**config.mk**
```make
export PLATFORM = sky130hd
export DESIGN_NAME = led_breathe_pwm
export DESIGN_NICKNAME = d
export VERILOG_FILES = /design/src/rtl/led_breathe_pwm.sv
export SDC_FILE = /design/constraint.sdc
export NUM_CORES = 1
export LEC_CHECK = 0
export BUFFER_PORTS_ARGS = -buffer_cell sky130_fd_sc_hd__buf_2
export CAP_MARGIN = 40
export CORE_UTILIZATION = 45
export CTS_BUF_LIST = sky130_fd_sc_hd__clkbuf_2
export CTS_CLUSTER_SIZE = 12
export DETAILED_ROUTE_END_ITERATION = 8
export PLACE_DENSITY = 0.7
export SLEW_MARGIN = 10
export SYNTH_ARGS = -nofsm -noshare
export SYNTH_HDL_FRONTEND = slang
export SYNTH_SLANG_ARGS = --single-unit
```
**constraint.sdc**
```tcl
create_clock -name clk -period 4.04 [get_ports clk]
set_input_delay 0.404 -clock clk [delete_from_list [all_inputs] [get_ports clk]]
set_output_delay 0.404 -clock clk [all_outputs]
set_load 0.01 [all_outputs]
```
**src/rtl/led_breathe_pwm.sv**
```systemverilog
// LED "breathing" driver: a prescaled PWM counter whose duty is ramped up, held,
// ramped down and held again by a small sequencing FSM while en is high.
module led_breathe_pwm #(
    parameter int PRESC        = 12000,
    parameter int PWM_BITS     = 8,
    parameter int STEP_PERIODS = 4,
    parameter int HOLD_PERIODS = 64
) (
    input  logic                clk,
    input  logic                rst,
    input  logic                en,
    output logic                led,
    output logic [PWM_BITS-1:0] level,
    output logic [2:0]          state,
    output logic                breath_done
);

    localparam int PW = (PRESC > 1) ? $clog2(PRESC) : 1;
    localparam int SW = $clog2(STEP_PERIODS + 1);
    localparam int HW = $clog2(HOLD_PERIODS + 1);

    localparam logic [PW-1:0]       PRESC_LAST    = PW'(PRESC - 1);
    localparam logic [SW-1:0]       STEP_LAST     = SW'(STEP_PERIODS - 1);
    localparam logic [HW-1:0]       HOLD_LAST     = HW'(HOLD_PERIODS - 1);
    localparam logic [PWM_BITS-1:0] LEVEL_MAX     = '1;
    localparam logic [PWM_BITS-1:0] LEVEL_PRE_MAX = LEVEL_MAX - 1'b1;
    localparam logic [PWM_BITS-1:0] LEVEL_ONE     = PWM_BITS'(1);

    typedef enum logic [2:0] {
        IDLE    = 3'd0,
        UP      = 3'd1,
        HOLD_HI = 3'd2,
        DOWN    = 3'd3,
        HOLD_LO = 3'd4
    } state_e;

    state_e              state_q, state_d;
    logic [PW-1:0]       presc_q, presc_d;
    logic [PWM_BITS-1:0] pwm_q, pwm_d;
    logic [PWM_BITS-1:0] level_q, level_d;
    logic [SW-1:0]       step_q, step_d;
    logic [HW-1:0]       hold_q, hold_d;
    logic                led_q, led_d;
    logic                breath_done_q, breath_done_d;

    logic tick;
    logic period_end;

    assign tick       = (presc_q == PRESC_LAST);
    assign period_end = tick && (pwm_q == LEVEL_MAX);

    always_comb begin
        // NOTE: every _d gets a default up front so no path through the case leaves
        // a signal unassigned, which would otherwise infer a latch.
        presc_d       = tick ? '0 : presc_q + 1'b1;
        pwm_d         = tick ? pwm_q + 1'b1 : pwm_q;
        level_d       = level_q;
        step_d        = step_q;
        hold_d        = hold_q;
        state_d       = state_q;
        breath_done_d = 1'b0;
        led_d         = (state_q != IDLE) && en && (pwm_q < level_q);

        case (state_q)
            IDLE: begin
                presc_d = '0;
                pwm_d   = '0;
                level_d = '0;
                step_d  = '0;
                hold_d  = '0;
                if (en) state_d = UP;
            end
            UP: begin
                if (period_end) begin
                    if (step_q == STEP_LAST) begin
                        step_d = '0;
                        if (level_q != LEVEL_MAX) level_d = level_q + 1'b1;
                        if (level_q == LEVEL_PRE_MAX) state_d = HOLD_HI;
                    end else begin
                        step_d = step_q + 1'b1;
                    end
                end
            end
            HOLD_HI: begin
                if (period_end) begin
                    if (hold_q == HOLD_LAST) begin
                        hold_d  = '0;
                        state_d = DOWN;
                    end else begin
                        hold_d = hold_q + 1'b1;
                    end
                end
            end
            DOWN: begin
                if (period_end) begin
                    if (step_q == STEP_LAST) begin
                        step_d = '0;
                        if (level_q != '0) level_d = level_q - 1'b1;
                        if (level_q == LEVEL_ONE) state_d = HOLD_LO;
                    end else begin
                        step_d = step_q + 1'b1;
                    end
                end
            end
            HOLD_LO: begin
                if (period_end) begin
                    if (hold_q == HOLD_LAST) begin
                        hold_d        = '0;
                        state_d       = UP;
                        breath_done_d = 1'b1;
                    end else begin
                        hold_d = hold_q + 1'b1;
                    end
                end
            end
            default: state_d = IDLE;
        endcase

        // Dropping en wins over anything the sequencer wanted on this edge.
        if (state_q != IDLE && !en) begin
            state_d       = IDLE;
            presc_d       = '0;
            pwm_d         = '0;
            level_d       = '0;
            step_d        = '0;
            hold_d        = '0;
            breath_done_d = 1'b0;
        end
    end

    // NOTE: sequential state is updated only with non-blocking assignments so every
    // flop samples the pre-edge values regardless of statement order.
    always_ff @(posedge clk or posedge rst) begin
        if (rst) begin
            state_q       <= IDLE;
            presc_q       <= '0;
            pwm_q         <= '0;
            level_q       <= '0;
            step_q        <= '0;
            hold_q        <= '0;
            led_q         <= 1'b0;
            breath_done_q <= 1'b0;
        end else begin
            state_q       <= state_d;
            presc_q       <= presc_d;
            pwm_q         <= pwm_d;
            level_q       <= level_d;
            step_q        <= step_d;
            hold_q        <= hold_d;
            led_q         <= led_d;
            breath_done_q <= breath_done_d;
        end
    end

    assign led         = led_q;
    assign level       = level_q;
    assign state       = state_q;
    assign breath_done = breath_done_q;

endmodule

```
==> results.cfg, run 1 <==
[status]
status = finished clean

[synth]
synthesis.area_sq_um = 2790
synth-edff-count = 0
yosys_warnings = 0
async_flop_share_pct = 100
netlist_top_cells_area = dfrtp_1 40%, ha_1 7.2%, xor2_1 4.4%, nor2_1 4.0%, nand2_1 3.9%
syn_nets = 317
synth.largest_area_cell = dfrtp_1
ys.flop_type = dfrtp_1
synth_top_area_share_pct = 40.3
synth_seq_cells = 45
synth.avg_cell_area_sq_um = 9.37
ys_seq_area_share_pct = 40.3
yosysUniqueCellTypes = 55
syn_inst = 298

[floorplan]
pin_count = 16
core-area_sq_um = 5960
start_util_pct = 46.9
die_width_um = 80.8
rows = 28
dieArea_sq_um = 6520
die_h_um = 80.8

[cts]
cts-resized-gates = 0
cts_tree = done
cts_num_sinks = 45
cts_buffer_depth = 2
cts-hold-fix-buffers = 1
cts_made_buffers = 5
clkTransAtPathRegs_ns = 0.24
cts-root-buf = clkbuf_2
postCtsSetupBuffers = 0
htreeDepth = 2
insertion_delay_ns = 0.42

[grt]
grt-ovfl-total = 0
grt_first_pass_wirelength_mm = 9.36
antenna_found_initial = 0
grt_pass1_vias = 2013
grtUsageTotal_pct = 18.5
grt_max_degree = 34

[drt]
routedWlPerCell_um = 14.7
via_per_inst = 5.78
firstDrtPassIters = 5
drt_wl_total_mm = 5.67
drt_first_iter_violations = 145
drc = 0
antenna_left = 0
num_vias = 2224

[placed_design]
port_buffers = 15
gp_congestion = 0.841
dp_hpwl_mm = 4.18

[final_layout]
syn_to_final_growth_pct = 6.14
final_common_cell = dfrtp_1
drive_gt1_share_pct = 11.3
layout_common_cells = 45 x dfrtp_1, 30 x nor2_1, 29 x nand2_1
num_antenna_cells = 0
nets = 328

[timing]
fin_skew_ns = 0.00665
setup_viol_count_final = 0
holdWs_ns = 0.275
fin_crit_sh_pct = 54.3
max_freq_mhz = 456
finalHoldViolCount = 0
tightest_slew_ns = 0.664
slew_headroom_pct = 55.7
finalMaxSlewViolations = 0
rsz0062_at_grt = false
fin_setup_tns_ns = 0
timing.final.crit_period_ns = 2.19

[setup_path]
worst_path_largest_cell_delay_ns = 0.44
cp_slowest_cell = dfrtp_1
cpLargestDelayFamily = simple AND/OR/NAND/NOR gates
cp-end-kind = register
crit_fanout = 13
cp_common_cell = and4_4
path_class = register to register
cp_num_buf_inv = 0
worst_ep_arrival_time_ns = 2.56
cp.required_ns = 4.40
path_cells = ha_1 > and4_4 > and4_4 > and2_1 > a2bb2oi_1 > mux2i_1
worst_setup_path_start_kind = register

[job]
drv_cap = 0

[power_and_ir_drop]
power_per_cell_area_nw_per_um2 = 320
power.leakage_nw = 1.36
ir_drop_mv = 0.223

[hold_path]
holdCritPathClass = input port to register
## routing by layer
layer	GRT usage, %	part of all wire (%)
met1	25.2	48
met2	29.7	47
met3	3.37	4.2
met4	6.07	1.1
met5	0	0
## path summary, 6_finish.rpt
kind	from	to	slack (ns)	cells after the start
setup / recovery	presc_q[0]$_DFF_PP0_	state[0]$_DFFE_PP0P_	1.85	6
hold / removal	en	hold_q[6]$_DFFE_PP0P_	0.27	3
setup reg to reg	presc_q[0]$_DFF_PP0_	state[0]$_DFFE_PP0P_	1.85	6
hold reg to reg	presc_q[0]$_DFF_PP0_	presc_q[0]$_DFF_PP0_	0.50	1
max in group asynchronous	rst	level[1]$_DFFE_PP0P_	3.15	4
min in group asynchronous	rst	hold_q[3]$_DFFE_PP0P_	0.43	3
## stage by stage
stage	setup slack [ns]	cells	util, %	power (mW)	area (sq um)
CTS	1.82	385	49.7	0.959	2960
detailed placement	1.89	376	48.8	0.752	2910
finish	1.85	385	49.7	0.947	2960
global placement	1.96	375	48.5	0.744	2890
floorplan	2.13	298	-	0.689	2790
global route	1.66	385	49.7	1.01	2960
## cell type report
class | instances | area (sq um)
fill | 574 | 2990
multi-input combinational | 224 | 1530
sequential | 45 | 1130
timing repair buffer | 18 | 113
tap | 75 | 93.8
inverter | 15 | 56.3
clock buffer | 5 | 25.0
clock inverter | 3 | 21.3
## power by group
| group | switching, mW | internal [mW] | total (mW) |
|---|---|---|---|
| clock network | 0.157 | 0.0446 | 0.201 |
| registers | 0.0414 | 0.472 | 0.513 |
| logic | 0.147 | 0.0856 | 0.233 |
## cell usage after synthesis, types with 2 or more instances
master	number
xor2_1	14
nor2b_1	3
mux2i_1	6
nor3_1	6
inv_1	15
nand4_1	17
o21a_1	2
a211o_1	3
o211a_1	2
and3_1	8
nor2_1	30
xnor2_1	4
o211ai_1	2
a21o_1	3
nand3_1	13
a31oi_1	8
ha_1	16
and4_4	2
nor4_1	3
o21ai_0	6
a21oi_1	13
and4b_1	2
or2_2	2
buf_2	6
and4_1	2
clkbuf_1	4
or3_1	4
dfrtp_1	45
and2_1	2
nand2b_1	2
nand2_1	29
## sequential cells by signal (all words and copies together) (netlist names)
register,flops
state,3
hold_q,7
pwm_q,8
breath_done,1
step_q,3
presc_q,14
led,1
level,8
## logic make-up (layout without fill, tap and decap cells)
family / after synthesis / count (layout) / synth area share [%]
simple gates: 130 / 130 / 25.1
compound gates: 53 / 53 / 14.3
flops: 45 / 45 / 40.3
buf+inv: 29 / 41 / 4.93
xor+xnor: 18 / 18 / 5.65
fa+ha+maj: 16 / 16 / 7.17
mux: 7 / 7 / 2.55
## tightest hold or removal path, delay by kind of cell
family	cells	cell delay, ns
simple gates	1	0.08
buf+inv	1	0.17
compound gates	1	0.04
Note: power is estimated with default switching activity, not from simulation.
==> inputs of run 2 (changes only) <==
==> constraint.sdc (replaced) <==
create_clock -name clk -period 2.3 [get_ports clk]
set_input_delay 0.23 -clock clk [delete_from_list [all_inputs] [get_ports clk]]
set_output_delay 0.23 -clock clk [all_outputs]
set_load 0.01 [all_outputs]
==> run 2 against run 1 <==
  * Register-to-register slack worse by 1.6 ns
  * Design area up 2.1%
  * Largest cell class unchanged
  * Worst hold slack worse by 0.18 ns
  * Clock skew up 0.015 ns
  * Setup slack worse by 1.6 ns
==> results.cfg, run 2 (synthesis results as in run 1) <==
[cts]
cts_tree = done
cts_buffer_depth = 2
cts_num_sinks = 45
cts-root-buf = clkbuf_2
insertion_delay_ns = 0.43
cts-resized-gates = 0
postCtsSetupBuffers = 0
cts_made_buffers = 5
htreeDepth = 2
clkTransAtPathRegs_ns = 0.28
cts-hold-fix-buffers = 1

[timing]
finalHoldViolCount = 0
finalMaxSlewViolations = 0
timing.final.crit_period_ns = 2.04
fin_skew_ns = 0.0216
max_freq_mhz = 489
slew_headroom_pct = 61.8
tightest_slew_ns = 0.573
fin_crit_sh_pct = 88.9
setup_viol_count_final = 0
rsz0062_at_grt = false
fin_setup_tns_ns = 0

[grt]
grt_pass1_vias = 2051
grt_first_pass_wirelength_mm = 9.56
antenna_found_initial = 0
grt_max_degree = 46
grt-ovfl-total = 0
grtUsageTotal_pct = 18.8

[floorplan]
core-area_sq_um = 5960
start_util_pct = 46.9
dieArea_sq_um = 6520
die_width_um = 80.8
rows = 28
die_h_um = 80.8
pin_count = 16

[setup_path]
cp-end-kind = register
crit_fanout = 13
cp_common_cell = and4_4
cpLargestDelayFamily = simple AND/OR/NAND/NOR gates
cp_slowest_cell = or4_1
worst_setup_path_start_kind = register
worst_path_largest_cell_delay_ns = 0.50
worst_ep_arrival_time_ns = 2.43
path_class = register to register
cp_num_buf_inv = 0
path_cells = ha_1 > and4_4 > and4_4 > nand4_1 > or4_1 > nand2_1
cp.required_ns = 2.68

[final_layout]
nets = 334
fillers = 549
syn_to_final_growth_pct = 8.34
largest_register = presc_q
largest_reg_flops = 14
drive_gt1_share_pct = 13.3
layout_common_cells = 45 x dfrtp_1, 30 x nor2_1, 29 x nand2_1
num_antenna_cells = 0
final_common_cell = dfrtp_1
final_area_sq_um = 3020

[job]
drv_cap = 0

[drt]
routedWlPerCell_um = 14.4
drt_first_iter_violations = 73
antenna_left = 0
drc = 0
num_vias = 2179
firstDrtPassIters = 4
via_per_inst = 5.57
drt_wl_total_mm = 5.61

[placed_design]
port_buffers = 15
dp_hpwl_mm = 4.06
gp_congestion = 0.881
placed_cell_area_sq_um = 2940

[hold_path]
holdCritPathClass = input port to register

[power_and_ir_drop]
power_per_cell_area_nw_per_um2 = 600
ir_drop_mv = 0.321
p_total_mw = 1.82
power.leakage_nw = 1.41

[status]
status = finished clean
run 2: metrics by stage:
step | utilization [%] | instances | setup slack [ns] | hold slack (ns)
floorplan | - | 298 | 0.387 | 0.448
global placement | 49.3 | 382 | 0.323 | 0.407
global route | 50.8 | 391 | 0.0963 | 0.0868
detailed placement | 49.3 | 382 | 0.312 | 0.419
finish | 50.8 | 391 | 0.255 | 0.0897
CTS | 50.8 | 391 | 0.242 | 0.0720
run 2: worst register-to-register path: cells and delay by family, from the launching register on:
kind	cells	cell delay, ns
and+or+nand+nor	5	1.35
DFF	1	0.44
adders and majority gates	1	0.22
run 2: path summary, 6_finish.rpt:
kind,start,to,slack (ns),cells past startpoint
worst max-delay path,presc_q[0]$_DFF_PP0_,pwm_q[7]$_DFFE_PP0P_,0.26,6
worst min-delay path,en,step_q[2]$_DFFE_PP0P_,0.09,2
worst max register to register,presc_q[0]$_DFF_PP0_,pwm_q[7]$_DFFE_PP0P_,0.26,6
worst min register to register,presc_q[0]$_DFF_PP0_,presc_q[0]$_DFF_PP0_,0.50,1
max in group asynchronous,rst,presc_q[3]$_DFF_PP0_,1.47,4
min in group asynchronous,rst,level[0]$_DFFE_PP0P_,0.44,4
run 2: area by class of cell:
cell class	instances	area, sq um	area share (%)
clock buffers	5	25.0	0.827
clock inverters	3	50.0	1.65
inverters	15	56.3	1.86
multi-input cells	224	1530	50.5
flip-flops and latches	45	1130	37.2
well taps	75	93.8	3.10
repair buffers	24	145	4.80
run 2: metal layers:
metal  GRT usage, %  wire length, um  vias up
met5              0                0        -
met4           4.46               38        0
met3           3.71              209        4
met2           30.5             2620       32
met1           25.9             2750     1033
li1               -                -     1110
run 2: power by group:
group          switching, mW  internal [mW]  total, mW  leakage (nW)
sequential            0.0499          0.829      0.879         0.625
combinational          0.284          0.164      0.448         0.735
clock                  0.294          0.194      0.488        0.0451
total                  0.628           1.19       1.82          1.41
